==> src/rtl/conv_maxpool_2x2_pkg.sv <==
// Shared helpers for the 2x2 max-pool stage: fp32 ordering key and clog2.
package conv_maxpool_2x2_pkg;

  localparam int unsigned FP32_W = 32;

  // At least 1 so degenerate sizes still yield a legal vector width.
  function automatic int unsigned clog2(input int unsigned n);
    int unsigned r;
    r = 0;
    while ((1 << r) < n) r++;
    return (r == 0) ? 1 : r;
  endfunction

  // Maps fp32 onto an unsigned total order: negatives reversed, positives above them.
  function automatic logic [FP32_W-1:0] fp32_key(input logic [FP32_W-1:0] x);
    return x[FP32_W-1] ? ~x : (x ^ 32'h8000_0000);
  endfunction

endpackage

==> src/rtl/fp32_max2.sv <==
// Combinational fp32 max of two operands; the first operand wins ties.
module fp32_max2
  import conv_maxpool_2x2_pkg::*;
(
  input  logic [FP32_W-1:0] a,
  input  logic [FP32_W-1:0] b,
  output logic [FP32_W-1:0] y
);

  assign y = (fp32_key(b) > fp32_key(a)) ? b : a;

endmodule

==> src/rtl/conv_maxpool_2x2.sv <==
// Streaming 2x2 stride-2 max-pool over raster-order fp32 channel planes.
module conv_maxpool_2x2
  import conv_maxpool_2x2_pkg::*;
#(
  parameter int unsigned DATA_WIDTH   = 32,
  parameter int unsigned IMAGE_WIDTH  = 64,
  parameter int unsigned IMAGE_HEIGHT = 64,
  parameter int unsigned CHANNEL_NUM  = 256,
  localparam int unsigned CH_W        = clog2(CHANNEL_NUM)
) (
  input  logic                  clk,
  input  logic                  reset,
  input  logic                  valid_in,
  input  logic [DATA_WIDTH-1:0] pxl_in,
  output logic [DATA_WIDTH-1:0] pxl_out,
  output logic                  valid_out,
  output logic [CH_W-1:0]       ch_idx_out,
  output logic                  frame_done
);

  localparam int unsigned COL_W    = clog2(IMAGE_WIDTH);
  localparam int unsigned ROW_W    = clog2(IMAGE_HEIGHT);
  localparam int unsigned LB_DEPTH = IMAGE_WIDTH / 2;
  localparam int unsigned LB_W     = clog2(LB_DEPTH);

  logic [COL_W-1:0]      col_q;
  logic [ROW_W-1:0]      row_q;
  logic [CH_W-1:0]       ch_q;
  logic [DATA_WIDTH-1:0] hold_q;
  logic [DATA_WIDTH-1:0] lb_q [LB_DEPTH];

  logic [DATA_WIDTH-1:0] pxl_out_q;
  logic                  valid_out_q;
  logic [CH_W-1:0]       ch_idx_out_q;
  logic                  frame_done_q;

  logic                  col_last, row_last, ch_last;
  logic                  lb_wr, emit;
  logic [LB_W-1:0]       lb_addr;
  logic [DATA_WIDTH-1:0] lb_rd, h_max, v_max;

  assign col_last = (col_q == COL_W'(IMAGE_WIDTH - 1));
  assign row_last = (row_q == ROW_W'(IMAGE_HEIGHT - 1));
  assign ch_last  = (ch_q == CH_W'(CHANNEL_NUM - 1));
  assign lb_addr  = LB_W'(col_q >> 1);
  assign lb_rd    = lb_q[lb_addr];
  assign lb_wr    = valid_in && col_q[0] && !row_q[0];
  assign emit     = valid_in && col_q[0] && row_q[0];

  // Horizontal pair first, then merge with the row above from the line buffer.
  fp32_max2 u_max_h (
    .a (hold_q),
    .b (pxl_in),
    .y (h_max)
  );

  fp32_max2 u_max_v (
    .a (lb_rd),
    .b (h_max),
    .y (v_max)
  );

  always_ff @(posedge clk or posedge reset) begin
    if (reset) begin
      col_q  <= '0;
      row_q  <= '0;
      ch_q   <= '0;
      hold_q <= '0;
    end else if (valid_in) begin
      col_q <= col_last ? '0 : col_q + 1'b1;
      if (!col_q[0]) hold_q <= pxl_in;
      if (col_last) begin
        row_q <= row_last ? '0 : row_q + 1'b1;
        if (row_last) ch_q <= ch_last ? '0 : ch_q + 1'b1;
      end
    end
  end

  // Contents are don't-care after reset, so no reset branch.
  always_ff @(posedge clk) begin
    if (lb_wr) lb_q[lb_addr] <= h_max;
  end

  always_ff @(posedge clk or posedge reset) begin
    if (reset) begin
      pxl_out_q    <= '0;
      valid_out_q  <= 1'b0;
      ch_idx_out_q <= '0;
      frame_done_q <= 1'b0;
    end else begin
      valid_out_q  <= emit;
      frame_done_q <= emit && col_last && row_last && ch_last;
      if (emit) begin
        pxl_out_q    <= v_max;
        ch_idx_out_q <= ch_q;
      end
    end
  end

  assign pxl_out    = pxl_out_q;
  assign valid_out  = valid_out_q;
  assign ch_idx_out = ch_idx_out_q;
  assign frame_done = frame_done_q;

endmodule

==> config.mk <==
export PLATFORM = sky130hd
export DESIGN_NAME = conv_maxpool_2x2
export DESIGN_NICKNAME = d
export VERILOG_FILES = /design/src/rtl/conv_maxpool_2x2_pkg.sv /design/src/rtl/fp32_max2.sv /design/src/rtl/conv_maxpool_2x2.sv
export SDC_FILE = /design/constraint.sdc
export NUM_CORES = 1
export LEC_CHECK = 0
export CAP_MARGIN = 0
export CELL_PAD_IN_SITES_DETAIL_PLACEMENT = 0
export CELL_PAD_IN_SITES_GLOBAL_PLACEMENT = 1
export CORE_UTILIZATION = 51
export DETAILED_ROUTE_END_ITERATION = 10
export PLACE_DENSITY = 0.81
export SKIP_LAST_GASP = 1
export SLEW_MARGIN = 20
export SYNTH_ARGS = -nofsm -noshare
export SYNTH_HDL_FRONTEND = slang
export SYNTH_SLANG_ARGS = --single-unit
==> constraint.sdc <==
create_clock -name clk -period 6.6 [get_ports clk]
set_input_delay 1.32 -clock clk [delete_from_list [all_inputs] [get_ports clk]]
set_output_delay 1.32 -clock clk [all_outputs]
set_load 0.03 [all_outputs]
After elaboration in Yosys (flattened, before gate mapping):

Memories as Yosys holds them, arrays and structs flattened.
Index checks and enable logic that the tools add are counted.

* RAM bits: 1024
* logic and storage cells: 47
* memories: 1
* input bits: 35
* register bits after elaboration: 94
* output and inout port bits: 42

* bitwise logic cells: 9
* reductions and logical operators: 10
* eq/ne operators: 3
* $lt $le $gt $ge: 2
* muxes and demuxes: 11
* add/sub/neg operators: 3

Memories
* lb_q: words 32, bits a word 32, rd ports 1, clocked after memory_dff 0, wr ports 1, line conv_maxpool_2x2.sv:30 `logic [DATA_WIDTH-1:0] lb_q [LB_DEPTH];`

Operators with widths (count)
* 2-to-1 mux 32 bit: 6
* NOT 32 bit: 4
* > comparator 32 bit: 2
* adder 6 x 1 -> 6 bit (second input constant): 2
* equality test 6 bit (second input constant): 2
* 2-to-1 mux 6 bit: 2
* adder 8 x 1 -> 8 bit (second input constant): 1
* equality test 8 bit (second input constant): 1
* 2-to-1 mux 8 bit: 1
* logical AND 1 bit: 6
* NOT 1 bit: 5
* AND reduction 2 bit: 2
* AND reduction 3 bit: 1
* 2-to-1 mux 1 bit: 2
* zero test 1 bit: 1

Logic depth before layout (Yosys ltp):

Gate-level depths: netlist of run 1.

* depth in word-level cells: 8
* mapped depth: 22
* depth with buffers taken out: 17

Cells and area by module:

From an unflattened synthesis of run 1, not the netlist that was laid out.

* cells, all modules: 2766
* area, all modules: 46318.2 um2

Modules (own cells, without submodules)
* conv_maxpool_2x2: cells each 2400, area an instance 42947.4 um2, sequential area each 33101.7 um2, times used 1
* fp32_max2: cells each 183, area an instance 1685.4 um2, sequential area each 0.0 um2, times used 2

Worst setup path after synthesis of run 1:

OpenSTA, ideal clock, no wires.

* path type: input-to-reg
* start point: input port pxl_in[31]
* end point: register pxl_out_q[31], in the netlist pxl_out[31]
* setup slack: 139 ps
* arrival time: 6327 ps
* setup time: 135 ps
* required time: 6465 ps
* stages: 22
* buffers on the path: 5
* cells stage by stage: clkbuf_1 -> clkbuf_1 -> xor2_1 -> ha_1 -> nand4_1 -> or4_1 -> nor2_1 -> o22ai_1 -> nor2_4 -> mux2i_4 -> buf_6 -> xor2_1 -> ha_1 -> a21oi_1 -> nand2_1 -> a221o_1 -> a211o_1 -> a2111oi_4 -> or3_1 -> clkbuf_1 -> buf_2 -> o211ai_1

* cells in the longest elaborated chain, start to end: 8
* elaborated cells on any way between the ends: 10
* those cells by class: order compare (2); mux (4); bitwise (4)

RTL lines
* from (decl): line conv_maxpool_2x2.sv:14 `input logic [DATA_WIDTH-1:0] pxl_in,`
* NOT 1 bit (no source line) / NOT 32 bit (equally long branches)
* 2-to-1 mux 32 bit: line conv_maxpool_2x2_pkg.sv:16 `return x[FP32_W-1] ? ~x : (x ^ 32'h8000_0000);`
* > comparator 32 bit: line fp32_max2.sv:10 `assign y = (fp32_key(b) > fp32_key(a)) ? b : a;`
* 2-to-1 mux 32 bit (*): line fp32_max2.sv:10
* NOT 32 bit / NOT 1 bit (equally long branches)
* 2-to-1 mux 32 bit: line conv_maxpool_2x2_pkg.sv:16
* > comparator 32 bit: line fp32_max2.sv:10
* 2-to-1 mux 32 bit (*): line fp32_max2.sv:10
* to (signal assigned): line conv_maxpool_2x2.sv:94 `pxl_out_q <= v_max;`
* to (decl): line conv_maxpool_2x2.sv:32 `logic [DATA_WIDTH-1:0] pxl_out_q;`

Mark *: on every way between the ends. The rest lies on a longest branch, timed or not.
A chain may end at the register's enable or synchronous reset.

Final worst setup path of run 1:

* start point: input port pxl_in[14]
* end point: register pxl_out_q[21], in the netlist pxl_out[21]

* cells in the longest elaborated chain, start to end: 8
* elaborated cells on any way between the ends: 9
* those cells by class: order compare (2); mux (4); bitwise (3)

RTL lines (line)
* NOT 32 bit: conv_maxpool_2x2_pkg.sv:16
* 2-to-1 mux 32 bit: conv_maxpool_2x2_pkg.sv:16
* > comparator 32 bit: fp32_max2.sv:10
* 2-to-1 mux 32 bit (*): fp32_max2.sv:10
* NOT 32 bit / NOT 1 bit (equally long branches)
* 2-to-1 mux 32 bit: conv_maxpool_2x2_pkg.sv:16
* > comparator 32 bit: fp32_max2.sv:10
* 2-to-1 mux 32 bit (*): fp32_max2.sv:10

Marks and branches as above.

==> metrics.cfg, run 1 <==
[outcome]
status = finished clean

[clock_network]
ctsHoldBuffers = 0
cts_tree = built
clk_path_buf_depth = 3
cts_max_level = 3
cts_num_sinks = 1118
clock_latency_ns = 0.70
cts-resized-gates = 0
clockRootBuffer = clkbuf_16
cts_inserted_buffers = 107
post_cts_buffers = 0
cts.reportedPaths.clkPinSlew_ns = 0.06

[critical_path]
reg2reg_depth = 19
reg2reg_slack_ns = 0.79
startpoint = pxl_in[14]
crit_path_max_fanout = 32
r2r-start = hold_q[31]
critPathLaunchType = input pin
crit_end = pxl_out[21]
crit_path_end_kind = register
crit_type = input pin to register
reg2reg_to = pxl_out[21]
arrival_ns = 6.52
required_ns = 7.18

[synthesis]
yosysTopAreaCellShare = 0.677
ys_seq_area_frac = 0.729
yosys_register_bits = 1118
synth_cell_type_count = 51
async_reset_ff_frac = 0.0841
synth-edff-count = 1024
yosys.area.top_type = edfxtp_1
synth_ff_type = edfxtp_1
synthTopCellsByArea = edfxtp_1 (68%), mux4_2 (13%), dfrtp_1 (5.2%)
syn_nets = 2435
ys_warn_count = 0
syn_area_per_cell_sq_um = 19.5
netlist_area_sq_um = 45400
postSynthCellCount = 2333

[power_and_ir_drop]
power.density_nw_per_um2 = 452
leakagePower_nw = 17.2
p_sw_mw = 8.00
swShare = 0.341
irDropWorstVdd_mv = 0.304
power_frac_seq = 0.390
p_int_mw = 15.5
clock_power_share = 0.258
power_frac_comb = 0.352

[placed_design]
gp_congestion = 0.828
dpl.cell_count = 3574
dpl_cell_area_sq_um = 48400
place_hpwl_mm = 67.6
port_buffers = 76

[cells_and_area]
final_cells = 3776
drive_above_1_share = 0.242
syn_to_final_growth_pct = 14.4
final_core_util = 0.589
diodes = 0
stdcell_area_sq_um = 52000
finalNetCount = 2621

[global_route]
grt_usage = 0.258
grt_pass1_vias = 24600
antenna_found_initial = 2
grt_pass1_wl_mm = 168
grt_max_degree = 69
grt-ovfl-total = 0

[route]
vias = 24300
avgRoutedWirePerCell_um = 30.5
post-route-drc-count = 0
drt-vias-per-instance = 6.42
ant_nets = 0
first_pass_iters = 5
drt_wl_total_mm = 115
dr.first_iter.drc_count = 3062

[sta]
rsz0062_at_grt = false
fin_crit_ns = 5.94
whs_ns = 0.476
fin_setup_tns_ns = 0
setup_viol_count_final = 0
fmax_mhz = 168
post-route-period-util = 0.901
worstMarginPinSlew_ns = 1.18
slew-limit-headroom = 0.214
fin_skew_ns = 0.0471
report.final.slew_viol_count = 0
finalHoldViolCount = 0

[die]
die_w_um = 300
rows = 109
dieArea_sq_um = 90200
ioPinCount = 77
core_sq_um = 88200
die_h_um = 300
start_util = 0.514

[run]
maxCapViolCount = 0

[min_path]
hold_path_class = register to register

==> worst min-delay path by stage <==
stage | to | cells past startpoint | slack, ns | startpoint
after CTS | ch_idx_out[0] | 2 | 0.48 | ch_idx_out[0]
after detailed placement | ch_idx_out[0] | 2 | 0.46 | ch_idx_out[0]
after global routing | row_q[4] | 1 | 0.50 | row_q[4]
final | ch_idx_out[5] | 2 | 0.48 | ch_idx_out[5]
after global placement | row_q[4] | 1 | 0.46 | row_q[4]
after floorplan | row_q[4] | 1 | 0.44 | row_q[4]
==> layer usage <==
metal / GRT usage / share of wire
met3: 0.0494 / 0.10
met2: 0.413 / 0.48
met4: 0.0877 / 0.032
met1: 0.360 / 0.39
met5: 0 / 0.00011
==> logic make-up (layout without fill, tap and decap cells) <==
logic type | Yosys count | after routing | synth area share
mux | 322 | 322 | 0.143
buf+inv | 168 | 446 | 0.0156
xor+xnor | 137 | 137 | 0.0264
simple gates | 272 | 272 | 0.0286
compound gates | 249 | 249 | 0.0389
flops | 1118 | 1118 | 0.729
fa+ha+maj | 67 | 67 | 0.0185
==> cell type report <==
class	count	area, sq um
clock inverters	75	713
inverters	39	149
clock buffers	126	2770
repair buffers	206	1860
multi-input cells	1047	11900
well taps	1165	1460
fillers	6141	36300
flip-flops and latches	1118	33100
==> flip-flops by register name, summed over array words and instances, names as in the netlist <==
signal	cells
lb_q	1024
ch_q	8
valid_out	1
hold_q	32
frame_done	1
row_q	6
pxl_out	32
col_q	6
ch_idx_out	8
==> metrics by stage <==
stage	setup slack [ns]	total power [mW]
floorplan	0.139	14.7
global placement	0.0470	17.3
detailed placement	0.0154	17.5
CTS	0.714	23.6
global route	0.407	24.5
finish	0.656	23.5
==> power by group through the flow <==
| stage | Clock, mW | Combinational [mW] | Sequential (mW) |
|---|---|---|---|
| 2_1_floorplan | 0 | 5.55 | 9.11 |
| 3_3_place_gp | 0 | 8.01 | 9.28 |
| 3_5_place_dp | 0 | 8.21 | 9.31 |
| 4_1_cts | 6.13 | 8.29 | 9.16 |
| 5_1_grt | 6.39 | 8.90 | 9.20 |
| 6_report | 6.06 | 8.28 | 9.16 |
==> worst max-delay path: stages <==
cell and delay (ns):
clkdlybuf4s50_1 0.51, xor2_1 0.21, ha_1 0.33, nand4_1 0.15, or4_1 0.58, nor2_1 0.15, o22ai_1 0.13, nor2_4 0.20
buf_4 0.35, mux2i_1 0.50, xor2_1 0.13, ha_1 0.34, nand2_1 0.06, o21ai_0 0.21, o21ai_0 0.12, nor2_1 0.30
a2111oi_4 0.08, or3_1 0.41, buf_12 0.20, o211ai_1 0.19
==> placed cells by master (no fill, tap or decap), drive strengths merged, types with 27 or more instances in the layout <==
| cell type | synthesis | layout |
|---|---|---|
| a21oi | 28 | 28 |
| a22oi | 84 | 84 |
| and3 | 27 | 27 |
| buf | 55 | 131 |
| clkbuf | 74 | 126 |
| clkdlybuf4s50 | 0 | 75 |
| clkinv | 1 | 59 |
| dfrtp | 94 | 94 |
| edfxtp | 1024 | 1024 |
| ha | 67 | 67 |
| inv | 38 | 41 |
| mux2 | 34 | 34 |
| mux2i | 32 | 32 |
| mux4 | 256 | 256 |
| nand2 | 90 | 90 |
| nor2 | 87 | 87 |
| o211ai | 34 | 34 |
| o21ai | 47 | 47 |
| xnor2 | 43 | 43 |
| xor2 | 94 | 94 |
==> synthesized netlist by cell type (all sizes together), types with 25 or more instances <==
library cell and number:
mux4 256, mux2 34, o211ai 34, mux2i 32, buf 55, inv 38
a21oi 28, edfxtp 1024, clkbuf 74, xor2 94, a221oi 25, nand2 90
ha 67, a22oi 84, and3 27, nor2 87, o21ai 47, dfrtp 94
xnor2 43
No activity file was read; power rests on OpenSTA's default activity.
==> run 2, diff against run 1 <==
CORE_UTILIZATION = 55   (was 51)
PLACE_DENSITY = 0.86   (was 0.81)
==> run 2 against run 1 <==
Register-to-register slack got worse by 0.02 ns. Worst setup slack improved by 0.045 ns. Clock skew decreased by 0.012 ns. Sequential share of layout area increased by 0.098 points. Critical path type unchanged.
==> metrics.cfg, run 2 (synthesized netlist as in run 1, its figures left out) <==
[cells_and_area]
top_register = lb_q  ; unchanged
syn_to_final_growth_pct = 14.3  ; was 14.4%
final_common_cell = edfxtp_1  ; unchanged
layout_common_cells = edfxtp_1 (1024), mux4_2 (256), buf_4 (111)  ; was edfxtp_1 (1024), mux4_2 (256), buf_4 (120)
final_cells = 3664  ; was 3776
stdcell_area_sq_um = 51900  ; was 52000 sq um
largest_register_ffs = 1024  ; unchanged
final_core_util = 0.640  ; was 0.589
drive_above_1_share = 0.241  ; was 0.242
fillerInstances = 5123  ; was 6141
finalNetCount = 2616  ; was 2621

[sta]
fin_skew_ns = 0.0351  ; was 0.0471 ns
setup_viol_count_final = 0  ; unchanged
post-route-period-util = 0.894  ; was 0.901
slew-limit-headroom = 0.207  ; was 0.214
report.final.slew_viol_count = 0  ; unchanged
finalHoldViolCount = 0  ; unchanged
fin_crit_ns = 5.90  ; was 5.94 ns
whs_ns = 0.467  ; was 0.476 ns
fmax_mhz = 170  ; was 168 MHz
rsz0062_at_grt = false  ; unchanged
worstMarginPinSlew_ns = 1.19  ; was 1.18 ns

[min_path]
min_from = row_q[4]  ; was ch_idx_out[5]
holdPathStages = 1  ; was 2
hold-path-endpoint = row_q[4]  ; was ch_idx_out[5]
hold_path_class = register to register  ; unchanged

[global_route]
grt_pass1_vias = 25100  ; was 24.6k
grt_pass1_wl_mm = 171  ; was 168 mm
antenna_found_initial = 5  ; was 2
grt_max_degree = 75  ; was 69
grt-ovfl-total = 0  ; unchanged
grt_usage = 0.288  ; was 0.258

[critical_path]
crit_type = input pin to register  ; unchanged
required_ns = 7.19  ; was 7.18 ns
reg2reg_slack_ns = 0.77  ; was 0.79 ns
critPathLaunchType = input pin  ; unchanged
reg2reg_to = pxl_out[5]  ; was pxl_out[21]
reg2reg_depth = 19  ; unchanged
crit_path_max_fanout = 32  ; unchanged
r2r-start = hold_q[31]  ; unchanged
arrival_ns = 6.49  ; was 6.52 ns
crit_path_end_kind = register  ; unchanged

[route]
dr.first_iter.drc_count = 3339  ; was 3062
drt-vias-per-instance = 6.74  ; was 6.42
avgRoutedWirePerCell_um = 32.4  ; was 30.5 um
post-route-drc-count = 0  ; unchanged
drt_wl_total_mm = 119  ; was 115 mm
ant_nets = 0  ; unchanged
first_pass_iters = 6  ; was 5
vias = 24700  ; was 24.3k

[clock_network]
cts-resized-gates = 0  ; unchanged
cts_num_sinks = 1118  ; unchanged
cts_inserted_buffers = 106  ; was 107
cts_tree = built  ; unchanged
cts.reportedPaths.clkPinSlew_ns = 0.07  ; was 0.06 ns
clock_latency_ns = 0.68  ; was 0.70 ns
clk_path_buf_depth = 3  ; unchanged
ctsHoldBuffers = 0  ; unchanged
clockRootBuffer = clkbuf_16  ; unchanged
post_cts_buffers = 0  ; unchanged
cts_max_level = 3  ; unchanged

[placed_design]
dpl.cell_count = 3464  ; was 3574
place_hpwl_mm = 68.1  ; was 67.6 mm
gp_congestion = 0.876  ; was 0.828
dpl_cell_area_sq_um = 48300  ; was 48400 sq um
port_buffers = 76  ; unchanged

[power_and_ir_drop]
irDropWorstVdd_mv = 0.303  ; was 0.304 mV
power.density_nw_per_um2 = 455  ; was 452 nW/um^2
leakagePower_nw = 17.2  ; about the same

[die]
die_w_um = 289  ; was 300 um
start_util = 0.560  ; was 0.514
ioPinCount = 77  ; unchanged
core_sq_um = 81100  ; was 88200 sq um
die_h_um = 289  ; was 300 um
rows = 104  ; was 109
dieArea_sq_um = 83700  ; was 90200 sq um

[run]
maxCapViolCount = 0  ; unchanged

[outcome]
status = finished clean  ; unchanged

-- run 2: changes by cell type in the layout (fill, tap and decap cells not counted), moves of 3 or more --
cell / delta
bufinv_16: +3
clkinv_2: -4
clkinv_1: -4
buf_4: -9
buf_12: +5
inv_6: +3
-- run 2: metrics by stage --
step / total power, mW / setup WS [ns] / TNS [ns]
floorplan: 14.7 / 0.139 / 0
global placement: 17.2 / 0.110 / 0
detailed placement: 17.5 / -0.0541 / -0.156
CTS: 23.6 / 0.623 / 0
global route: 24.6 / 0.350 / 0
finish: 23.6 / 0.701 / 0
-- run 2: worst max-delay path, cell delays in order --
cell and delay [ns]:
clkdlybuf4s50_1 0.46, xor2_1 0.19, ha_1 0.34, nand4_1 0.20, or4_1 0.57, nor2_1 0.16, o22ai_1 0.14, nor2_4 0.20
buf_12 0.18, mux2i_1 0.29, xor2_1 0.18, ha_1 0.26, a21oi_1 0.13, o21ai_0 0.14, a221o_1 0.38, a211o_1 0.33
a2111oi_4 0.32, buf_4 0.36, o21ai_0 0.19, o211ai_1 0.12
-- run 2: how the worst max path moves through the flow --
stage          cells past startpoint           to       start
2_1_floorplan                     22  pxl_out[31]  pxl_in[31]
3_3_place_gp                      20  pxl_out[31]   pxl_in[7]
3_5_place_dp                      20   pxl_out[5]   pxl_in[7]
4_1_cts                           20   pxl_out[5]   pxl_in[7]
5_1_grt                           20  pxl_out[17]   pxl_in[7]
6_report                          20   pxl_out[5]  pxl_in[11]
-- run 2: area by class of cell --
cell class,instances,area (sq um),area share
Timing Repair Buffer,202,1900,0.0366
Clock inverter,69,702,0.0135
Multi-Input combinational cell,1047,11900,0.229
Sequential cell,1118,33100,0.638
Tap cell,1060,1330,0.0256
Clock buffer,127,2800,0.0539
Antenna cell,2,5.00,0.0000965
Inverter,39,149,0.00287
-- run 2: report_power, final --
group	total (mW)	internal, mW	switching, mW
clock network	6.14	3.50	2.64
logic	8.33	3.33	5.00
registers	9.16	8.79	0.363
-- run 2: layer usage --
layer,track usage,part of all wire,vias to the layer above
li1,-,-,9871
met1,0.378,0.35,12600
met2,0.466,0.48,1843
met3,0.0697,0.13,355
met4,0.120,0.042,6
met5,0,0.00034,-
